### config.mk
export PLATFORM = sky130hd
export DESIGN_NAME = ysyx_22041461_mem_arbiter
export DESIGN_NICKNAME = d
export VERILOG_FILES = /design/src/rtl/ysyx_22041461_mem_arbiter.sv
export SDC_FILE = /design/constraint.sdc
export NUM_CORES = 1
export LEC_CHECK = 0
export BUFFER_PORTS_ARGS = -buffer_cell sky130_fd_sc_hd__buf_2
export CAP_MARGIN = 25
export CORE_AREA = 2 2 218 220
export DETAILED_ROUTE_END_ITERATION = 10
export DIE_AREA = 0 0 220 222
export GPL_TIMING_DRIVEN = 0
export PLACE_DENSITY_LB_ADDON = 0.25
export REMOVE_ABC_BUFFERS = 1
export SLEW_MARGIN = 15
export SYNTH_ARGS = -nofsm -noshare
export SYNTH_HDL_FRONTEND = slang
export SYNTH_SLANG_ARGS = --single-unit
export TNS_END_PERCENT = 1
### constraint.sdc
create_clock -name clk -period 6.1 [get_ports clk]
set_clock_uncertainty 0.05 [all_clocks]
set_input_delay 1.22 -clock clk [delete_from_list [all_inputs] [get_ports clk]]
set_output_delay 1.22 -clock clk [all_outputs]
set_load 0.1 [all_outputs]
### src/rtl/ysyx_22041461_mem_arbiter.sv
// ---------------------------------------------------------------------------
// ysyx_22041461_mem_arbiter
//
// Puts the CPU's two memory requesters onto one AXI4-Lite master port. The
// requesters are instruction fetch (IF, read-only) and the MEM stage
// (load/store). Only one transaction is outstanding at a time, and MEM has
// fixed priority over IF.
//
// Ports
//   clk, rst              single clock; synchronous active-low reset
//   if_req_*              IF request channel (valid/ready, 64-bit address)
//   if_rsp_*              IF one-cycle response pulse, raw 64-bit beat, error
//   mem_req_*             MEM request channel (wen, address, wdata, wstrb)
//   mem_rsp_*             MEM one-cycle response pulse (load data or 0), error
//   aw*/w*/b*             AXI4-Lite write address / data / response
//   ar*/r*                AXI4-Lite read address / data
// ---------------------------------------------------------------------------
module ysyx_22041461_mem_arbiter (
    input  logic        clk,
    input  logic        rst,
    input  logic        if_req_valid,
    output logic        if_req_ready,
    input  logic [63:0] if_req_addr,
    output logic        if_rsp_valid,
    output logic [63:0] if_rsp_data,
    output logic        if_rsp_err,
    input  logic        mem_req_valid,
    output logic        mem_req_ready,
    input  logic        mem_req_wen,
    input  logic [63:0] mem_req_addr,
    input  logic [63:0] mem_req_wdata,
    input  logic [7:0]  mem_req_wstrb,
    output logic        mem_rsp_valid,
    output logic [63:0] mem_rsp_rdata,
    output logic        mem_rsp_err,
    output logic        awvalid,
    input  logic        awready,
    output logic [31:0] awaddr,
    output logic [2:0]  awprot,
    output logic        wvalid,
    input  logic        wready,
    output logic [63:0] wdata,
    output logic [7:0]  wstrb,
    input  logic        bvalid,
    output logic        bready,
    input  logic [1:0]  bresp,
    output logic        arvalid,
    input  logic        arready,
    output logic [31:0] araddr,
    output logic [2:0]  arprot,
    input  logic        rvalid,
    output logic        rready,
    input  logic [63:0] rdata,
    input  logic [1:0]  rresp
);

    typedef enum logic [2:0] {
        IDLE    = 3'd0,
        MRD_AR  = 3'd1,
        MRD_R   = 3'd2,
        MWR_AWW = 3'd3,
        MWR_B   = 3'd4,
        IRD_AR  = 3'd5,
        IRD_R   = 3'd6
    } state_t;

    state_t      state_q;
    logic [31:0] addr_q;
    logic [63:0] wdata_q;
    logic [7:0]  wstrb_q;
    logic        owner_mem_q;
    logic        aw_done_q;
    logic        w_done_q;
    logic        arvalid_q;
    logic [2:0]  arprot_q;
    logic        awvalid_q;
    logic        wvalid_q;
    logic        rready_q;
    logic        bready_q;
    logic [63:0] if_data_q;
    logic        if_err_q;
    logic [63:0] mem_data_q;
    logic        mem_err_q;

    logic        aw_fin;
    logic        w_fin;
    logic        mem_rd_fire;
    logic        mem_wr_fire;

    // Only the low 32 address bits reach the bus.
    logic        unused_addr_hi;
    assign unused_addr_hi = ^{if_req_addr[63:32], mem_req_addr[63:32], owner_mem_q};

    // Grant is combinational from the current-cycle valids; MEM wins ties.
    assign mem_req_ready = rst && (state_q == IDLE) && mem_req_valid;
    assign if_req_ready  = rst && (state_q == IDLE) && if_req_valid && !mem_req_valid;

    // A write channel is finished once its handshake has happened, either
    // in an earlier cycle (done flag) or in this one.
    assign aw_fin = aw_done_q || (awvalid_q && awready);
    assign w_fin  = w_done_q  || (wvalid_q  && wready);

    // Response pulses follow the bus response in the same cycle; the owner is
    // implied by the state, so the other side never sees a pulse.
    assign if_rsp_valid  = rst && (state_q == IRD_R) && rvalid;
    assign mem_rd_fire   = rst && (state_q == MRD_R) && rvalid;
    assign mem_wr_fire   = rst && (state_q == MWR_B) && bvalid;
    assign mem_rsp_valid = mem_rd_fire || mem_wr_fire;

    // Data outputs show the live beat during a pulse and hold it afterwards.
    assign if_rsp_data   = if_rsp_valid ? rdata : if_data_q;
    assign if_rsp_err    = if_rsp_valid ? (rresp != 2'b00) : if_err_q;
    assign mem_rsp_rdata = mem_rd_fire ? rdata : (mem_wr_fire ? 64'd0 : mem_data_q);
    assign mem_rsp_err   = mem_rd_fire ? (rresp != 2'b00) :
                           (mem_wr_fire ? (bresp != 2'b00) : mem_err_q);

    assign arvalid = arvalid_q;
    assign araddr  = addr_q;
    assign arprot  = arprot_q;
    assign rready  = rready_q;
    assign awvalid = awvalid_q;
    assign awaddr  = addr_q;
    assign awprot  = 3'b000;
    assign wvalid  = wvalid_q;
    assign wdata   = wdata_q;
    assign wstrb   = wstrb_q;
    assign bready  = bready_q;

    always_ff @(posedge clk) begin
        if (!rst) begin
            state_q     <= IDLE;
            addr_q      <= 32'd0;
            wdata_q     <= 64'd0;
            wstrb_q     <= 8'd0;
            owner_mem_q <= 1'b0;
            aw_done_q   <= 1'b0;
            w_done_q    <= 1'b0;
            arvalid_q   <= 1'b0;
            arprot_q    <= 3'b000;
            awvalid_q   <= 1'b0;
            wvalid_q    <= 1'b0;
            rready_q    <= 1'b0;
            bready_q    <= 1'b0;
            if_data_q   <= 64'd0;
            if_err_q    <= 1'b0;
            mem_data_q  <= 64'd0;
            mem_err_q   <= 1'b0;
        end else begin
            case (state_q)
                IDLE: begin
                    if (mem_req_valid) begin
                        addr_q      <= mem_req_addr[31:0];
                        wdata_q     <= mem_req_wdata;
                        wstrb_q     <= mem_req_wstrb;
                        owner_mem_q <= 1'b1;
                        if (mem_req_wen) begin
                            state_q   <= MWR_AWW;
                            awvalid_q <= 1'b1;
                            wvalid_q  <= 1'b1;
                            aw_done_q <= 1'b0;
                            w_done_q  <= 1'b0;
                        end else begin
                            state_q   <= MRD_AR;
                            arvalid_q <= 1'b1;
                            arprot_q  <= 3'b000;
                        end
                    end else if (if_req_valid) begin
                        addr_q      <= if_req_addr[31:0];
                        owner_mem_q <= 1'b0;
                        state_q     <= IRD_AR;
                        arvalid_q   <= 1'b1;
                        // Instruction-access attribute on fetches.
                        arprot_q    <= 3'b100;
                    end
                end
                MRD_AR, IRD_AR: begin
                    if (arready) begin
                        arvalid_q <= 1'b0;
                        rready_q  <= 1'b1;
                        state_q   <= (state_q == MRD_AR) ? MRD_R : IRD_R;
                    end
                end
                MRD_R: begin
                    if (rvalid) begin
                        rready_q   <= 1'b0;
                        mem_data_q <= rdata;
                        mem_err_q  <= (rresp != 2'b00);
                        state_q    <= IDLE;
                    end
                end
                IRD_R: begin
                    if (rvalid) begin
                        rready_q  <= 1'b0;
                        if_data_q <= rdata;
                        if_err_q  <= (rresp != 2'b00);
                        state_q   <= IDLE;
                    end
                end
                MWR_AWW: begin
                    // AW and W complete independently; each valid drops
                    // right after its own handshake.
                    if (awvalid_q && awready) begin
                        awvalid_q <= 1'b0;
                        aw_done_q <= 1'b1;
                    end
                    if (wvalid_q && wready) begin
                        wvalid_q <= 1'b0;
                        w_done_q <= 1'b1;
                    end
                    if (aw_fin && w_fin) begin
                        state_q  <= MWR_B;
                        bready_q <= 1'b1;
                    end
                end
                MWR_B: begin
                    if (bvalid) begin
                        bready_q   <= 1'b0;
                        aw_done_q  <= 1'b0;
                        w_done_q   <= 1'b0;
                        mem_data_q <= 64'd0;
                        mem_err_q  <= (bresp != 2'b00);
                        state_q    <= IDLE;
                    end
                end
                default: begin
                    state_q <= IDLE;
                end
            endcase
        end
    end

endmodule

* Word level (Yosys, flattened, before mapping)
Cells that the tools add are included.
Storage, ports and cells: register bits 247, bits of input ports 278, output and inout bits 281
Operators by class: eq/ne operators 18, multiplexer cells 49, reduce and logical (&&, ||, !) cells 42
Operators with widths (number):
- two-way mux 64 bit | 5
- case mux 64 bit (2 select lines) | 1
- two-way mux 32 bit | 2
- two-way mux 3 bit | 10
- two-way mux 1 bit | 21
- inequality test 2 bit, second input constant | 9
- nonzero test 2 bit | 8
- case mux 3 bit (5 select lines) | 1
- AND reduction 5 bit | 3
- logical AND 1 bit | 13
- case mux 1 bit (2 select lines) | 6
- AND reduction 3 bit | 4
- AND reduction 4 bit | 3
- equality test 3 bit, second input constant | 3
- equality test 3 x 2 -> 1 bit, second input constant | 2
- inequality test 3 bit, second input constant | 2
- case mux 1 bit (3 select lines) | 2
- AND reduction 2 bit | 3
- OR reduction 2 bit | 2
- equality test 3 x 1 -> 1 bit, second input constant | 1
- zero test 3 bit | 1
- logical OR 1 bit | 3
- nonzero test 3 bit | 1
- two-way mux 2 bit | 1
- other kinds (2) | 2

* Longest topological paths before layout
word-level depth 5, depth in mapped cells 8, depth with buffers taken out 4

* Worst setup path before layout
OpenSTA, ideal clock, no wires.
path kind input to output, start in rst, end out mem_rsp_err, arrival time 3.992 ns, required time 4.830 ns, setup slack 0.838 ns, stages on the path 6, path buffers 3, cells stage by stage buf_2 inv_2 nor4b_4 buf_2 buf_2 o21ai_0
On the way: word-level cells in the longest chain between the ends 4, elaborated cells between the ends (all ways) 6
RTL lines:
- from (decl) | RTL line 20 | input logic rst,
- logical AND 1 bit (2 in series) | RTL line 107 | assign mem_wr_fire = rst && (state_q == MWR_B) && bvalid;
- two-way mux 1 bit | RTL line 115 | (mem_wr_fire ? (bresp != 2'b00) : mem_err_q);
- two-way mux 1 bit * | RTL line 114 | assign mem_rsp_err = mem_rd_fire ? (rresp != 2'b00) :
- to (decl) | RTL line 35 | output logic mem_rsp_err,
Every way passes the cells marked *; elsewhere a longest branch is shown, timed or not.

* Worst setup path after layout
start in rst, end out mem_rsp_rdata[5]
On the way: word-level cells in the longest chain between the ends 4, elaborated cells between the ends (all ways) 6
RTL lines:
- logical AND 1 bit (2 in series) | RTL line 107
- two-way mux 64 bit | RTL line 113 | assign mem_rsp_rdata = mem_rd_fire ? rdata : (mem_wr_fire ? 64'd0 : mem_data_q);
- two-way mux 64 bit * | RTL line 113
- to (decl) | RTL line 34 | output logic [63:0] mem_rsp_rdata,
Marks and branches as above.

==> results.md <==
* Status: finished, final reports clean
* Horiz. Die Dim at 220 um
* Die Y-Extent at approximately 220 um
* Gr usage total at 0.138
* Initial antenna violation count at 4
* Post-route DRC at 0
* I/O Buffers at 489
* Mapped Avg Cell Area at 9.80 um^2
* Arr. time, crit path at 4020 ps
* Worst slew pin tran at 846 ps
* Asr flop ratio synth at 0
* Crit Path Max Fanout at 55
* Most numerous cell in the Yosys netlist: dfxtp_1
* Final ANT Viol Nets at 0
* P per Cell Area at between 400 and 500 nW/um^2
* Final Cell Area at roughly 14000 um^2
* Clk sinks at between 200 and 250
* Total power at between 6000 and 7000 uW
* Post-synth top area share at 0.481
* Top post-synthesis cells by area: dfxtp_1 48%, a22o_1 16%, mux2_2 7.1%
* Iteration-0 DRC Markers at 441
* Final Max Slew Viols at 0
* DIE AREA at 48800 um^2
* Most used DFF post-synth: dfxtp_1
* Cts repair resizes at 0
* Final hold vios at 0
* Final core utilization at 0.306
* GPL Wtd Cong at 0.773
* Number of synthesized flops with an enable pin at 0
* Slew HR at 0.436
* Period minus WS final at roughly 5300 ps
* Avg WL per Cell at around 17 um
* Vias/cell at 4.49
* CORE AREA at 46300 um^2
* Final period util at 0.868
* Number of I/O pins at 559
* Fmax at ~190 MHz
* Initial core utilization at 0.221
* Critical path class: input port to primary output
* Placed instance area at between 10000 and 15000 um^2
* Nets at 1734
* Cell variety after synth at 41
* FF+latch count, synth at 245
* Post-Syn Area at 10200 um^2
* CTS clk-pin slew, worst paths at 50 ps
* CTS tree: built
* Final setup violation count at 0
* Worst Setup Start Kind: input port
* Post-CTS setup buffers at 0
* Worst Hold Class: flop to flop
* Detail Placement HPWL at 26400 um
* Largest net degree at the start of global routing at 73
* DR vias at 9362
* RSZ-0062 raised after global routing: no
* CP endpoint kind: primary output
* Peak VDD IR at 0.366 mV
* Yosys Warn Count at 0
* Cells after synthesis at around 1000
* Most frequent cells after synthesis: 245 x dfxtp_1, 192 x a22o_1, 155 x nand2_1, 88 x a21oi_1, 64 x mux2_2
* Global-route wire length before repair at 53300 um
* Gr ovfl total at 0
* Max-cap viol count at 0
* Synth-to-Final Area Change at 38.5%
* Leak Pwr at 0.00671 uW
* Hold-fix buffers, CTS at 0
* Yosys top cell by area: dfxtp_1
* Number of iterations in the first detailed-routing pass at 5
* # rows at a little under 80
* Critical Path RT at 4830 ps
* Drt total wl at 35800 um
* Register area share after synthesis at 0.481
* Vias in the first global route at 8991
* CTS root buf: clkbuf_16
* H-tree depth at 1
* Filler Cells Inserted at 4905
* CTS max path bufs at 3
* Clk_lat worst skew at ~550 ps
* Layout cell share with drive strength beyond 1 at 0.430
* TritonCTS buffer count at 29
==> registers in the layout, indices dropped and copies added (netlist names), 3 cells and up <==
| register | cells |
|---|---|
| araddr | 32 |
| if_data_q | 64 |
| mem_data_q | 64 |
| state_q | 3 |
| wdata | 64 |
| wstrb | 8 |
==> cell families after synthesis <==
family / after synthesis / share of synthesized area
and+or+nand+nor: 220 / 0.0883
other: 1 / 0.000367
muxes: 98 / 0.104
AOI/OAI and AO/OA: 338 / 0.249
buffers and inverters: 139 / 0.0781
DFF: 245 / 0.481
==> layout by cell type (no fill, tap or decap), types with 2 or more instances in the layout <==
master,synthesis,final
a21oi_1,88,88
clkinvlp_4,0,2
o21ai_0,10,10
buf_6,7,6
buf_16,0,10
a31oi_1,3,2
conb_1,1,5
nor2_4,0,2
nand3_1,2,2
mux2_2,64,64
o31ai_1,3,3
clkbuf_8,0,10
inv_1,5,5
nor3_1,2,2
mux2i_1,34,34
nor2_1,46,45
nand3b_1,2,2
buf_2,52,489
a211oi_1,33,33
buf_8,0,3
diode_2,0,4
clkinv_2,0,3
nor2b_1,2,2
dfxtp_1,245,245
nand2_1,155,154
clkbuf_16,0,29
buf_12,0,4
clkbuf_1,23,5
a22o_1,192,192
==> routing by layer <==
layer  part of all wire  vias to the layer above  GRT usage
li1                   -                     4573          -
met1               0.47                     4448      0.192
met2               0.44                      293      0.210
met3              0.068                       48     0.0269
met4              0.023                        0     0.0478
met5                  0                        -          0
==> worst max-delay path, stage by stage <==
cell and delay, ps:
buf_2 210, inv_6 200, nor4b_4 750, buf_6 270
buf_6 190, buf_6 200, buf_8 170, buf_6 170
a22o_1 160, buf_2 420
==> report_power, final <==
| part | switching (uW) | internal (uW) |
|---|---|---|
| clock network | 690 | 1030 |
| registers | 132 | 1780 |
| logic | 2370 | 485 |
==> final cells by class <==
class                      instances  area (um^2)  area share
sequential                       245         4900       0.347
multi-input combinational        661         4560       0.323
timing repair buffer             512         2920       0.206
clock buffer                      44          882      0.0624
tap                              607          759      0.0537
clock inverter                     7         68.8     0.00487
inverter                           7         31.3     0.00221
antenna                            4         10.0    0.000708
==> final timing paths <==
kind	from	endpoint	slack [ps]	cells after the start
min	wstrb[0]$_SDFFE_PN0P_	wstrb[0]$_SDFFE_PN0P_	400	2
max	rst	mem_rsp_rdata[5]	810	10
min reg2reg	wstrb[0]$_SDFFE_PN0P_	wstrb[0]$_SDFFE_PN0P_	400	2
max reg2reg	state_q[1]$_SDFFE_PN0P_	mem_data_q[5]$_SDFFE_PN0P_	3170	8
==> metrics by stage <==
stage	instances	setup slack [ps]	TNS, ps	hold slack (ps)
detailed placement	2031	778	0	394
global placement	2009	-10490	-1084350	388
CTS	2082	794	0	402
global route	2087	623	0	417
floorplan	913	-3580	-275270	376
finish	2087	807	0	400
Note: power is estimated with default switching activity, not from simulation.
